[config.mk]
export PLATFORM = sky130hd
export DESIGN_NAME = apb_slave_regfile_flat
export DESIGN_NICKNAME = d
export VERILOG_FILES = /design/src/rtl/apb_slave_regfile_if.sv /design/src/rtl/apb_slave_regfile.sv /design/src/flat_wrapper.sv
export SDC_FILE = /design/constraint.sdc
export NUM_CORES = 1
export LEC_CHECK = 0
export CORE_MARGIN = 2
export CORE_UTILIZATION = 39
export DETAILED_ROUTE_END_ITERATION = 12
export GPL_ROUTABILITY_DRIVEN = 0
export PLACE_DENSITY_LB_ADDON = 0.3
export RECOVER_POWER = 50
export SYNTH_ARGS = -nofsm -noshare
export SYNTH_HDL_FRONTEND = slang
export SYNTH_SLANG_ARGS = --single-unit
[constraint.sdc]
create_clock -name pclk -period 2.66 [get_ports pclk]
set_input_delay 0.532 -clock pclk [delete_from_list [all_inputs] [get_ports pclk]]
set_output_delay 0.532 -clock pclk [all_outputs]
set_load 0.05 [all_outputs]
[src/rtl/apb_slave_regfile_if.sv]
// rtl/apb_slave_regfile_if.sv - APB bus bundle between apb_bridge and apb_slave_regfile
interface apb_slave_regfile_if #(
    parameter int WIDTH = 16
);
    logic             pselect;
    logic             penable;
    logic             pwrite;
    logic [WIDTH-1:0] paddr;
    logic [WIDTH-1:0] pwdata;
    logic             pready;
    logic [WIDTH-1:0] prdata;
    logic             pslverr;

    modport master (
        output pselect,
        output penable,
        output pwrite,
        output paddr,
        output pwdata,
        input  pready,
        input  prdata,
        input  pslverr
    );

    modport slave (
        input  pselect,
        input  penable,
        input  pwrite,
        input  paddr,
        input  pwdata,
        output pready,
        output prdata,
        output pslverr
    );
endinterface

[src/rtl/apb_slave_regfile.sv]
// rtl/apb_slave_regfile.sv - APB register file with wait states; APB_SLV_PSLVERR_EN enables pslverr on out-of-range access
module apb_slave_regfile #(
    parameter int WIDTH       = 16,
    parameter int DEPTH       = 8,
    parameter int WAIT_STATES = 0,
    localparam int IDX_W      = $clog2(DEPTH)
) (
    input  logic             pclk,
    input  logic             preset_n,
    apb_slave_regfile_if.slave bus,
    output logic             wr_strobe,
    output logic [IDX_W-1:0] wr_idx
);

    if (DEPTH < 2 || (DEPTH & (DEPTH - 1)) != 0) begin : g_depth_chk
        $error("DEPTH must be a power of 2 and at least 2");
    end
    if (WAIT_STATES < 0 || WAIT_STATES > 15) begin : g_wait_chk
        $error("WAIT_STATES must be in 0..15");
    end

    localparam logic [3:0] WAIT_INIT = 4'(WAIT_STATES);

    typedef enum logic {
        S_IDLE   = 1'b0,
        S_ACCESS = 1'b1
    } state_t;

    state_t           state;
    state_t           state_nxt;
    logic [WIDTH-1:0] addr_q;
    logic [WIDTH-1:0] wd_q;
    logic             wr_q;
    logic [3:0]       wait_cnt;
    logic [WIDTH-1:0] regs [DEPTH];

    logic             setup_seen;
    logic             complete;
    logic             commit;
    logic             in_range;
    logic [IDX_W-1:0] idx_q;

    assign setup_seen = bus.pselect && !bus.penable;
    assign idx_q      = addr_q[IDX_W-1:0];
    // Range is judged on the latched address so it is stable for the whole ACCESS phase.
    assign in_range   = (addr_q[WIDTH-1:IDX_W] == '0);
    assign complete   = (state == S_ACCESS) && bus.pselect && bus.penable && bus.pready;
    assign commit     = complete && wr_q && in_range;

    always_ff @(posedge pclk or negedge preset_n) begin
        if (!preset_n) begin
            state <= S_IDLE;
        end else begin
            state <= state_nxt;
        end
    end

    always_comb begin
        state_nxt = state;
        case (state)
            S_IDLE: begin
                if (setup_seen) begin
                    state_nxt = S_ACCESS;
                end
            end
            S_ACCESS: begin
                if (!bus.pselect || !bus.penable) begin
                    state_nxt = S_IDLE;
                end else if (bus.pready) begin
                    state_nxt = S_IDLE;
                end
            end
            default: state_nxt = S_IDLE;
        endcase
    end

    // pready decodes registered state only, so the bridge sees no combinational loop.
    always_comb begin
        bus.pready  = (state == S_ACCESS) && (wait_cnt == 4'd0);
        bus.prdata  = '0;
        bus.pslverr = 1'b0;
        if (bus.pready && !wr_q && in_range) begin
            bus.prdata = regs[idx_q];
        end
`ifdef APB_SLV_PSLVERR_EN
        bus.pslverr = bus.pready && !in_range;
`else
        bus.pslverr = 1'b0;
`endif
    end

    always_ff @(posedge pclk or negedge preset_n) begin
        if (!preset_n) begin
            addr_q   <= '0;
            wd_q     <= '0;
            wr_q     <= 1'b0;
            wait_cnt <= 4'd0;
        end else if (state == S_IDLE) begin
            if (setup_seen) begin
                addr_q   <= bus.paddr;
                wd_q     <= bus.pwdata;
                wr_q     <= bus.pwrite;
                wait_cnt <= WAIT_INIT;
            end
        end else if (wait_cnt != 4'd0) begin
            wait_cnt <= wait_cnt - 4'd1;
        end
    end

    always_ff @(posedge pclk or negedge preset_n) begin
        if (!preset_n) begin
            for (int i = 0; i < DEPTH; i++) begin
                regs[i] <= '0;
            end
        end else if (commit) begin
            regs[idx_q] <= wd_q;
        end
    end

    always_ff @(posedge pclk or negedge preset_n) begin
        if (!preset_n) begin
            wr_strobe <= 1'b0;
            wr_idx    <= '0;
        end else begin
            wr_strobe <= commit;
            if (commit) begin
                wr_idx <= idx_q;
            end
        end
    end

endmodule

[src/flat_wrapper.sv]
// flat-port wrapper written by rule: the top's interface ports become plain ports
module apb_slave_regfile_flat 
#(
    parameter int WIDTH       = 16,
    parameter int DEPTH       = 8,
    parameter int WAIT_STATES = 0,
    localparam int IDX_W      = $clog2(DEPTH)
)
  (pclk, preset_n, wr_strobe, wr_idx, bus_pselect, bus_penable, bus_pwrite, bus_paddr, bus_pwdata, bus_pready, bus_prdata, bus_pslverr);
  apb_slave_regfile_if #(.WIDTH(WIDTH)) bus_i ();
  input  logic pclk;
  input  logic preset_n;
  output logic wr_strobe;
  output logic [IDX_W-1:0] wr_idx;
  input wire logic [$bits(bus_i.pselect)-1:0] bus_pselect;
  input wire logic [$bits(bus_i.penable)-1:0] bus_penable;
  input wire logic [$bits(bus_i.pwrite)-1:0] bus_pwrite;
  input wire logic [$bits(bus_i.paddr)-1:0] bus_paddr;
  input wire logic [$bits(bus_i.pwdata)-1:0] bus_pwdata;
  output wire logic [$bits(bus_i.pready)-1:0] bus_pready;
  output wire logic [$bits(bus_i.prdata)-1:0] bus_prdata;
  output wire logic [$bits(bus_i.pslverr)-1:0] bus_pslverr;
  assign bus_i.pselect = bus_pselect;
  assign bus_i.penable = bus_penable;
  assign bus_i.pwrite = bus_pwrite;
  assign bus_i.paddr = bus_paddr;
  assign bus_i.pwdata = bus_pwdata;
  assign bus_pready = bus_i.pready;
  assign bus_prdata = bus_i.prdata;
  assign bus_pslverr = bus_i.pslverr;
  apb_slave_regfile #(.WIDTH(WIDTH), .DEPTH(DEPTH), .WAIT_STATES(WAIT_STATES)) u_core (.pclk(pclk), .preset_n(preset_n), .bus(bus_i), .wr_strobe(wr_strobe), .wr_idx(wr_idx));
endmodule
==> impl_metrics.env, run 1 <==
export IMPL_status="complete, but fails checks"
export IMPL_violations="negative setup slack"
export IMPL_rsz0062_at_grt="yes"
export IMPL_drv_cap=0
export IMPL_num_antenna_cells=0
export IMPL_root_buffer="clkbuf_16"
export IMPL_yosysWarnings=0
export IMPL_nets=702
export IMPL_skew_ps=8.49
export IMPL_path_class="flop to output pin"
export IMPL_die_width_microns=142
export IMPL_rrSetupSlack_ps=490
export IMPL_max_stage_delay_ps=480
export IMPL_seq_area_sq_mm=0.00426
export IMPL_ctsLongestPathBuffers=2
export IMPL_arrival_ps=2360
export IMPL_cp_cell_sequence="nor4_4, nand4_1, or3b_4, buf_12, nor4_4, buf_12"
export IMPL_leakagePower_nw=4.69
export IMPL_synth_cells=572
export IMPL_holdCritPathClass="input pin to asynchronous set/reset pin"
export IMPL_rows=50
export IMPL_fmax_ghz=0.346
export IMPL_post_dp_cell_area_sq_mm=0.00889
export IMPL_ys_seq_area_share_pct=57.5
export IMPL_yosys_register_bits=170
export IMPL_min_period_over_period_pct=109
export IMPL_grt_total_usage_pct=19.2
export IMPL_die_h_microns=142
export IMPL_post_route_util_pct=51.0
export IMPL_cts_tree="yes"
export IMPL_drc_errors=0
export IMPL_drt_total_wl_mm=18.1
export IMPL_clock_sinks=170
export IMPL_grt_max_degree=65
export IMPL_required_ps=2130
export IMPL_syn_area_per_cell_sq_um=12.9
export IMPL_ios=59
export IMPL_clk_pin_slew_ps=60
export IMPL_worst_pin_slew_ps=1210
export IMPL_insertion_delay_ps=420
export IMPL_slew_viol_final=0
export IMPL_rr_worst_depth=9
export IMPL_fin_crit_ps=2890
export IMPL_syn_to_final_growth_pct=28.4
export IMPL_syn_num_nets=610
export IMPL_multiInputGateArea_sq_mm=0.00310
export IMPL_fp_dieArea_sq_mm=0.0201
export IMPL_cts_buffers=17
export IMPL_finish_instance_area_sq_mm=0.00951
export IMPL_setup_tns_ps=-3170
export IMPL_max_slew_margin_pct=19.6
export IMPL_p_per_area_mw_per_mm2=680
export IMPL_grt_pass1_wl_mm=29.1
export IMPL_finalHoldViolCount=0
export IMPL_core_sq_mm=0.0186
export IMPL_yosysUniqueCellTypes=39
export IMPL_finalWorstSetupSlack_ps=-230
export IMPL_cp_slowest_cell="or3b_4"
export IMPL_setup_viol=16
export IMPL_start_util_pct=39.7
export IMPL_drt_antenna_violating_nets=0
export IMPL_dpl_hpwl_mm=11.8
export IMPL_startpoint_type="flop"
export IMPL_netlist_area_sq_mm=0.00740
export IMPL_drt_iter0_markers=327
export IMPL_via_per_inst=5.48
export IMPL_portBuffers=57
export IMPL_ir_drop_mv=0.416
export IMPL_n_fill_cell=1577
export IMPL_htree_levels=4
export IMPL_drive_above_1_share_pct=26.9
export IMPL_dr_pass1_iters=4
export IMPL_antenna_found_initial=0
export IMPL_routedWlPerCell_microns=19.9
export IMPL_critPathCaptureType="output pin"
export IMPL_crit_fanout=7
export IMPL_grt_pass1_vias=5258
export IMPL_dr_total_vias=4990
export IMPL_grt_ovfl_total=0
cell usage in the layout (no fill, tap or decap), types with 3 or more instances in the layout:
cell             count
nand2_1            103
clkbuf_8             5
mux2_2              51
buf_4               35
clkbuf_1             4
nand3b_1             3
nor3_4               8
o21ai_0              6
o22ai_1             31
dfrtp_1            167
dfrtp_2              3
mux2_1              80
clkdlybuf4s50_1     38
o221ai_1            14
nand3_1              5
inv_1                9
nor2_1               4
clkbuf_16           17
o22a_1              15
buf_12              27
nor4_4              16
cells in the mapped netlist:
master,number,area [sq um]
nor2_1,4,15.0
buf_1,1,3.75
conb_1,1,3.75
mux2_2,51,574
nor3_4,8,130
o22a_1,15,131
nand2_1,104,390
xnor2_1,1,8.76
nand3_1,5,25.0
nand4_1,1,6.26
o21ai_0,6,30.0
nor3_1,2,10.0
nand3b_1,3,22.5
a32oi_1,1,8.76
nor4_1,6,37.5
buf_12,1,20.0
clkbuf_1,16,60.1
nor4_2,10,125
nand2_2,1,6.26
nor4_4,1,21.3
o221ai_1,15,131
inv_1,9,33.8
a22oi_1,1,7.51
and2_1,1,6.26
buf_4,1,7.51
nand2b_1,2,12.5
and4bb_2,1,12.5
buf_2,5,25.0
ha_1,1,12.5
a221oi_1,1,8.76
a31oi_1,1,6.26
o22ai_1,31,194
nand4_4,1,21.3
or3_1,1,6.26
or3b_1,3,26.3
mux2_1,80,901
buf_6,9,101
dfrtp_1,170,4250
and3_1,1,6.26
metal layers:
| layer | global-route usage [%] | share of wire (%) |
|---|---|---|
| met5 | 0 | 0 |
| met4 | 6.00 | 1.4 |
| met3 | 3.98 | 4.2 |
| met2 | 31.5 | 49 |
| met1 | 25.7 | 46 |
path summary, 6_finish.rpt:
check / from / end
worst max-delay path: u_core.addr_q[5]$_DFFE_PN0P_ / bus_prdata[4]
worst min-delay path: preset_n / u_core.regs[41]$_DFFE_PN0P_
worst max register to register: u_core.wait_cnt[0]$_DFFE_PN0P_ / u_core.regs[99]$_DFFE_PN0P_
worst min register to register: u_core.addr_q[8]$_DFFE_PN0P_ / u_core.addr_q[8]$_DFFE_PN0P_
max in group asynchronous: preset_n / u_core.addr_q[2]$_DFFE_PN0P_
min in group pclk: u_core.addr_q[8]$_DFFE_PN0P_ / u_core.addr_q[8]$_DFFE_PN0P_
logic make-up after synthesis:
family,count (synthesis),share of synthesized area [%]
buffers and inverters,42,3.40
and+or+nand+nor,155,11.9
AOI/OAI and AO/OA,71,7.00
adders and majority gates,1,0.169
xor gates and xnor gates,1,0.118
DFF,170,57.5
muxes,131,19.9
other,1,0.0506
state kept, by name, summed over array words and instances (netlist names):
signal and flops:
u_core.regs 128, u_core.addr_q 16, u_core.wd_q 16, u_core.wait_cnt 4
u_core.wr_idx 3, u_core.state 1, u_core.wr_q 1, u_core.wr_strobe 1
where the power goes:
part	leakage, nW	internal [mW]	total, mW	switching, mW
combinational	2.09	0.440	1.08	0.640
clock	0.289	1.50	2.47	0.965
sequential	2.32	2.71	2.92	0.203
worst max-delay path: cells and delay by family, from the launching register on:
kind / cells / cell delay [ps]
AND/OR/NAND/NOR: 4 / 1150
flip-flops: 1 / 410
buffers and inverters: 2 / 360
layout make-up:
cell class	count	share of cell area, %
tap	234	3.08
clock inverter	6	0.908
inverter	9	0.355
clock buffer	25	5.32
timing repair buffer	106	12.9
multi-input combinational	360	32.6
sequential	170	44.8
stage by stage:
step	total power [mW]	instances	worst slack, ps	hold slack [ps]
after floorplan	3.54	572	-102	236
after global placement	3.97	876	25.0	460
after CTS	6.52	910	-280	52.3
final	6.46	910	-230	351
after detailed placement	4.01	876	7.63	469
after global routing	6.73	910	-358	442
timing repair:
| action | CTS | global route |
|---|---|---|
| hold buffers | 0 | 0 |
| gates resized for setup | 7 | 1 |
| setup buffers | 3 | 0 |
| endpoints found under the setup margin | 16 | 16 |
| pin swaps | 3 | 0 |
(Power assumes the default switching activity.)
==> run 2: changes to the inputs <==
--- a/config.mk
+++ b/config.mk
@@ -5,7 +5,6 @@
 export SDC_FILE = /design/constraint.sdc
 export NUM_CORES = 1
 export LEC_CHECK = 0
-export CORE_MARGIN = 2
 export CORE_UTILIZATION = 39
 export DETAILED_ROUTE_END_ITERATION = 12
 export GPL_ROUTABILITY_DRIVEN = 0
==> constraint.sdc (replaced) <==
create_clock -name pclk -period 2.7 [get_ports pclk]
set_input_delay 0.54 -clock pclk [delete_from_list [all_inputs] [get_ports pclk]]
set_output_delay 0.54 -clock pclk [all_outputs]
set_load 0.05 [all_outputs]
==> run 2 against run 1 <==
- the run ends with max-capacitance violations, max-slew violations, negative setup slack left
- sequential share of layout area down 1.2 points
- non-clock buffer count up 21
- critical path depth unchanged
- die area down 2.8%
- design area up 2.7%
- clock skew up 0.73 ps
- combinational power up 5%
- worst setup slack better by 42 ps
- global-route usage up 2.0 points
- critical endpoint is now bus_prdata[0]
- largest cell class unchanged
- largest power group unchanged
- highest routed layer unchanged
==> impl_metrics.env, run 2 (synthesis gave the netlist of run 1 again) <==
export IMPL_r2r_start="u_core.addr_q[15]$_DFFE_PN0P_"
export IMPL_die_width_microns=140
export IMPL_grt_ovfl_total=0
export IMPL_num_antenna_cells=0
export IMPL_cts_tree="yes"
export IMPL_drv_cap=1
export IMPL_path_class="flop to output pin"
export IMPL_layout_commonest_cell="dfrtp_1"
export IMPL_rows=50
export IMPL_reg_top3="u_core.regs: 128 flops, u_core.addr_q: 16 flops, u_core.wd_q: 16 flops"
export IMPL_rrSetupSlack_ps=140
export IMPL_ctsLongestPathBuffers=2
export IMPL_dr_total_vias=5054
export IMPL_holdWs_ps=484
export IMPL_drive_above_1_share_pct=29.4
export IMPL_hold_depth=2
export IMPL_drt_iter0_markers=297
export IMPL_post_route_util_pct=52.4
export IMPL_antenna_found_initial=0
export IMPL_nets=723
export IMPL_setup_tns_ps=-2470
export IMPL_hold_path_endpoint="u_core.addr_q[8]$_DFFE_PN0P_"
export IMPL_cpMostUsedCell="nor4_4"
export IMPL_arrival_ps=2350
export IMPL_start_util_pct=39.7
export IMPL_clk_pin_slew_ps=60
export IMPL_p_per_area_mw_per_mm2=666
export IMPL_slew_viol_final=42
export IMPL_drt_antenna_violating_nets=0
export IMPL_setup_viol=16
export IMPL_portBuffers=57
export IMPL_place_ws_ps=57.9
export IMPL_routedWlPerCell_microns=20.5
export IMPL_finalHoldViolCount=0
export IMPL_finalWorstSetupSlack_ps=-188
export IMPL_drc_errors=0
export IMPL_dpl_hpwl_mm=12.3
export IMPL_fmax_ghz=0.346
export IMPL_core_sq_mm=0.0186
export IMPL_max_stage_delay_ps=460
export IMPL_leakagePower_nw=4.80
export IMPL_syn_to_final_growth_pct=31.8
export IMPL_worst_pin_slew_ps=2170
export IMPL_die_h_microns=140
export IMPL_violations="max-capacitance violations, max-slew violations, negative setup slack"
export IMPL_drt_total_wl_mm=19.1
export IMPL_grt_pass1_vias=5435
export IMPL_holdCritPathClass="flop to flop"
export IMPL_cp_cell_sequence="nor4_4, nand4_1, or3b_4, buf_4, nor4_4, buf_12"
export IMPL_path_buf_inv=2
export IMPL_via_per_inst=5.43
export IMPL_fin_crit_ps=2890
export IMPL_root_buffer="clkbuf_16"
export IMPL_cts_hold_buffers_added=0
export IMPL_cts_buffers=17
export IMPL_insertion_delay_ps=430
export IMPL_rr_worst_depth=13
export IMPL_grt_max_degree=55
export IMPL_max_slew_margin_pct=-44.7
export IMPL_crit_fanout=4
export IMPL_htree_levels=4
export IMPL_status="complete, but fails checks"
export IMPL_ir_drop_mv=0.400
export IMPL_ios=59
export IMPL_timing_rr_end="u_core.wr_idx[0]$_DFFE_PN0P_"
export IMPL_grt_pass1_wl_mm=31.0
export IMPL_startpoint_type="flop"
export IMPL_required_ps=2160
export IMPL_dr_pass1_iters=4
export IMPL_clock_sinks=170
export IMPL_fp_dieArea_sq_mm=0.0195
export IMPL_critPathCaptureType="output pin"
export IMPL_grt_total_usage_pct=21.2
export IMPL_skew_ps=9.22
export IMPL_min_period_over_period_pct=107
export IMPL_regMostFlops="u_core.regs"
export IMPL_cp_slowest_cell="or3b_4"
export IMPL_layout_common_cells="dfrtp_1, nand2_1, mux2_1"
export IMPL_rsz0062_at_grt="yes"
export IMPL_critPathTopFamily="simple AND/OR/NAND/NOR gates"
export IMPL_largest_reg_flops=128
export IMPL_hold_start="u_core.addr_q[8]$_DFFE_PN0P_"
==> run 2: routing by layer <==
| layer | vias up | GRT usage, % | wire length [microns] |
|---|---|---|---|
| met2 | 137 | 34.9 | 9310 |
| met3 | 17 | 4.92 | 988 |
| met4 | 0 | 6.65 | 272 |
| li1 | 2301 | - | - |
| met1 | 2599 | 27.6 | 8520 |
| met5 | - | 0 | 0 |
==> run 2: worst max-delay path by stage <==
stage                                               from              to  cells after the start
after floorplan           u_core.wait_cnt[0]$_DFFE_PN0P_  bus_prdata[10]                      7
after detailed placement   u_core.addr_q[11]$_DFFE_PN0P_  bus_prdata[13]                      6
after global placement     u_core.addr_q[11]$_DFFE_PN0P_  bus_prdata[13]                      6
after global routing      u_core.wait_cnt[1]$_DFFE_PN0P_   bus_prdata[0]                      7
final                      u_core.addr_q[15]$_DFFE_PN0P_   bus_prdata[0]                      6
after CTS                  u_core.addr_q[15]$_DFFE_PN0P_  bus_prdata[13]                      6
==> run 2: worst register-to-register path, stage by stage, from the launching register on <==
cell     delay, ps
dfrtp_1        410
nor4_4         300
nand4_1        150
buf_4          160
buf_4          120
buf_4          120
buf_4          120
buf_4          120
buf_4          120
buf_4          120
buf_6          110
buf_6          110
nor2_4         170
mux2_4         320
==> run 2: stage by stage <==
step / total power [mW] / cells / instance area (sq um)
global route: 6.78 / 931 / 9760
floorplan: 3.48 / 572 / 7590
finish: 6.50 / 931 / 9760
CTS: 6.54 / 931 / 9760
global placement: 3.94 / 882 / 8940
detailed placement: 3.97 / 882 / 8940
==> run 2: area by class of cell <==
cell class | instances | area [sq um]
Timing Repair Buffer | 127 | 1430
Clock inverter | 13 | 169
Sequential cell | 170 | 4250
Tap cell | 234 | 293
Multi-Input combinational cell | 360 | 3140
Clock buffer | 18 | 439
Fill cell | 1547 | 8880
Inverter | 9 | 33.8
==> run 2: report_power, final <==
part | total [mW] | internal, mW | switching (mW) | leakage [nW]
Sequential | 2.85 | 2.67 | 0.185 | 2.32
Combinational | 1.13 | 0.464 | 0.662 | 2.19
Clock | 2.52 | 1.48 | 1.03 | 0.285
Total | 6.50 | 4.61 | 1.88 | 4.80
==> run 2: timing repair <==
item,in CTS,in global routing
setup endpoints to repair,16,19
gates resized for setup,20,4
cloned,0,1
pin swaps,8,6
setup buffers,18,2
==> run 3: changes to the inputs <==
--- a/config.mk
+++ b/config.mk
@@ -8,7 +8,6 @@
 export CORE_UTILIZATION = 39
 export DETAILED_ROUTE_END_ITERATION = 12
 export GPL_ROUTABILITY_DRIVEN = 0
-export PLACE_DENSITY_LB_ADDON = 0.3
 export RECOVER_POWER = 50
 export SYNTH_ARGS = -nofsm -noshare
 export SYNTH_HDL_FRONTEND = slang
==> run 3 against run 2 <==
- power rose by 3.8%
- critical path type unchanged
- critical path depth stayed put
- design area decreased by 1.4%
- combinational power decreased by 8%
- clock-buffer cell count increased by 3
- the flow still finishes with violations (max-capacitance violations, max-slew violations, negative setup slack)
- maximum frequency shrank 0.33%
- cell count shrank 2.0%
- utilization is 0.75 points lower
- worst setup slack lost 9.7 ps
- highest routed layer unchanged
- routed wire length shrank 3.9%
- die area unchanged
==> impl_metrics.env, run 3 (synthesis gave the netlist of run 1 again) <==
export IMPL_finalNonFillerCells=912
export IMPL_status="complete, but fails checks"
export IMPL_min_period_over_period_pct=107
export IMPL_setup_viol=16
export IMPL_holdCritPathClass="flop to flop"
export IMPL_leakagePower_nw=4.73
export IMPL_worst_pin_slew_ps=1580
export IMPL_rrSetupSlack_ps=530
export IMPL_drv_cap=1
export IMPL_clock_sinks=170
export IMPL_rsz0062_at_grt="yes"
export IMPL_reg_top3="u_core.regs: 128 flops, u_core.addr_q: 16 flops, u_core.wd_q: 16 flops"
export IMPL_p_per_area_mw_per_mm2=700
export IMPL_htree_levels=4
export IMPL_path_class="flop to output pin"
export IMPL_drc_errors=0
export IMPL_grt_total_usage_pct=20.2
export IMPL_ios=59
export IMPL_crit_fanout=7
export IMPL_fmax_ghz=0.345
export IMPL_rr_worst_depth=9
export IMPL_fin_crit_ps=2900
export IMPL_dr_pass1_iters=4
export IMPL_die_width_microns=140
export IMPL_drt_antenna_violating_nets=0
export IMPL_regMostFlops="u_core.regs"
export IMPL_core_sq_mm=0.0186
export IMPL_rows=50
export IMPL_cts_hold_buffers_added=0
export IMPL_dpl_hpwl_mm=12.2
export IMPL_grt_max_degree=62
export IMPL_portBuffers=57
export IMPL_holdWs_ps=476
export IMPL_endpoint="bus_prdata[4]"
export IMPL_insertion_delay_ps=430
export IMPL_startpoint="u_core.addr_q[11]$_DFFE_PN0P_"
export IMPL_root_buffer="clkbuf_16"
export IMPL_finalWorstSetupSlack_ps=-198
export IMPL_layout_commonest_cell="dfrtp_1"
export IMPL_max_slew_margin_pct=-5.49
export IMPL_drive_above_1_share_pct=27.7
export IMPL_post_route_util_pct=51.6
export IMPL_seq_area_sq_mm=0.00426
export IMPL_r2r_start="u_core.wait_cnt[1]$_DFFE_PN0P_"
export IMPL_timing_rr_end="u_core.regs[60]$_DFFE_PN0P_"
export IMPL_layout_common_cells="dfrtp_1, nand2_1, mux2_1"
export IMPL_grt_ovfl_total=0
export IMPL_startpoint_type="flop"
export IMPL_grt_pass1_wl_mm=29.4
export IMPL_arrival_ps=2360
export IMPL_placed_cells=875
export IMPL_critPathCaptureType="output pin"
export IMPL_antenna_found_initial=0
export IMPL_ctsLongestPathBuffers=2
export IMPL_num_antenna_cells=0
export IMPL_drt_iter0_markers=270
export IMPL_finalHoldViolCount=0
export IMPL_start_util_pct=39.7
export IMPL_nets=703
export IMPL_die_h_microns=140
export IMPL_n_fill_cell=1563
export IMPL_routedWlPerCell_microns=20.1
export IMPL_required_ps=2160
export IMPL_ir_drop_mv=0.427
export IMPL_cts_buffers=17
export IMPL_slew_viol_final=62
export IMPL_drt_total_wl_mm=18.3
export IMPL_grt_pass1_vias=5235
export IMPL_via_per_inst=5.44
export IMPL_dr_total_vias=4961
export IMPL_clk_pin_slew_ps=60
export IMPL_largest_reg_flops=128
export IMPL_multiInputGateArea_sq_mm=0.00312
export IMPL_fp_dieArea_sq_mm=0.0195
export IMPL_cts_tree="yes"
export IMPL_skew_ps=11.6
export IMPL_syn_to_final_growth_pct=29.9
export IMPL_violations="max-capacitance violations, max-slew violations, negative setup slack"
## run 3: changes by cell type in the layout (fill, tap and decap cells not counted), moves of 3 or more
cell / previous run / this run
mux2_2: 48 / 51
dfrtp_1: 170 / 167
clkbuf_2: 0 / 3
mux2_4: 3 / 0
clkbuf_8: 1 / 4
buf_6: 5 / 1
bufinv_16: 3 / 6
dfrtp_2: 0 / 3
clkinvlp_4: 4 / 0
buf_4: 48 / 35
## run 3: timing repair
action / CTS / global route
hold endpoints to repair: 0 / 0
resized for setup: 12 / 0
setup endpoints to repair: 16 / 16
pin swaps: 1 / 0
setup buffers: 4 / 1
## run 3: worst min path at each step
stage                                             start                            end  slack [ps]  depth (start not counted)
after floorplan                                preset_n   u_core.addr_q[0]$_DFFE_PN0P_         240                          0
after global placement     u_core.addr_q[8]$_DFFE_PN0P_   u_core.addr_q[8]$_DFFE_PN0P_         460                          2
after detailed placement  u_core.addr_q[10]$_DFFE_PN0P_  u_core.addr_q[10]$_DFFE_PN0P_         460                          2
after CTS                                      preset_n    u_core.regs[89]$_DFFE_PN0P_         110                          1
after global routing       u_core.regs[124]$_DFFE_PN0P_   u_core.regs[124]$_DFFE_PN0P_         500                          1
final                     u_core.addr_q[10]$_DFFE_PN0P_  u_core.addr_q[10]$_DFFE_PN0P_         480                          2
## run 3: layout make-up
type | instances | share of cell area (%)
flip-flops and latches | 170 | 44.3
multi-input cells | 360 | 32.4
repair buffers | 107 | 12.7
clock buffers | 21 | 4.99
well taps | 234 | 3.04
clock inverters | 11 | 2.21
inverters | 9 | 0.351
## run 3: power by group
part,switching (mW),internal (mW)
Sequential,0.204,2.67
Clock,0.993,1.83
Combinational,0.617,0.421
Total,1.81,4.93
## run 3: layer usage
metal / share of wire [%] / global-route usage [%]
met5: 0 / 0
met4: 2.9 / 9.25
met3: 4.0 / 4.09
met2: 48 / 32.3
met1: 45 / 26.5
## run 3: metrics by stage
stage / power [mW] / setup TNS (ps) / instance area, sq um / setup WS (ps)
after floorplan: 3.48 / -678 / 7590 / -70.3
after global placement: 3.91 / 0 / 8870 / 97.5
after detailed placement: 3.93 / 0 / 8870 / 68.9
after CTS: 6.80 / -3070 / 9640 / -239
after global routing: 6.99 / -4380 / 9620 / -323
final: 6.74 / -2530 / 9620 / -198
## run 3: worst max-delay path, cell delays in order, from the launching register on
cell     delay (ps)
dfrtp_1         410
nor4_4          310
nand4_1         150
or3b_4          470
buf_12          170
nor4_4          230
buf_12          180
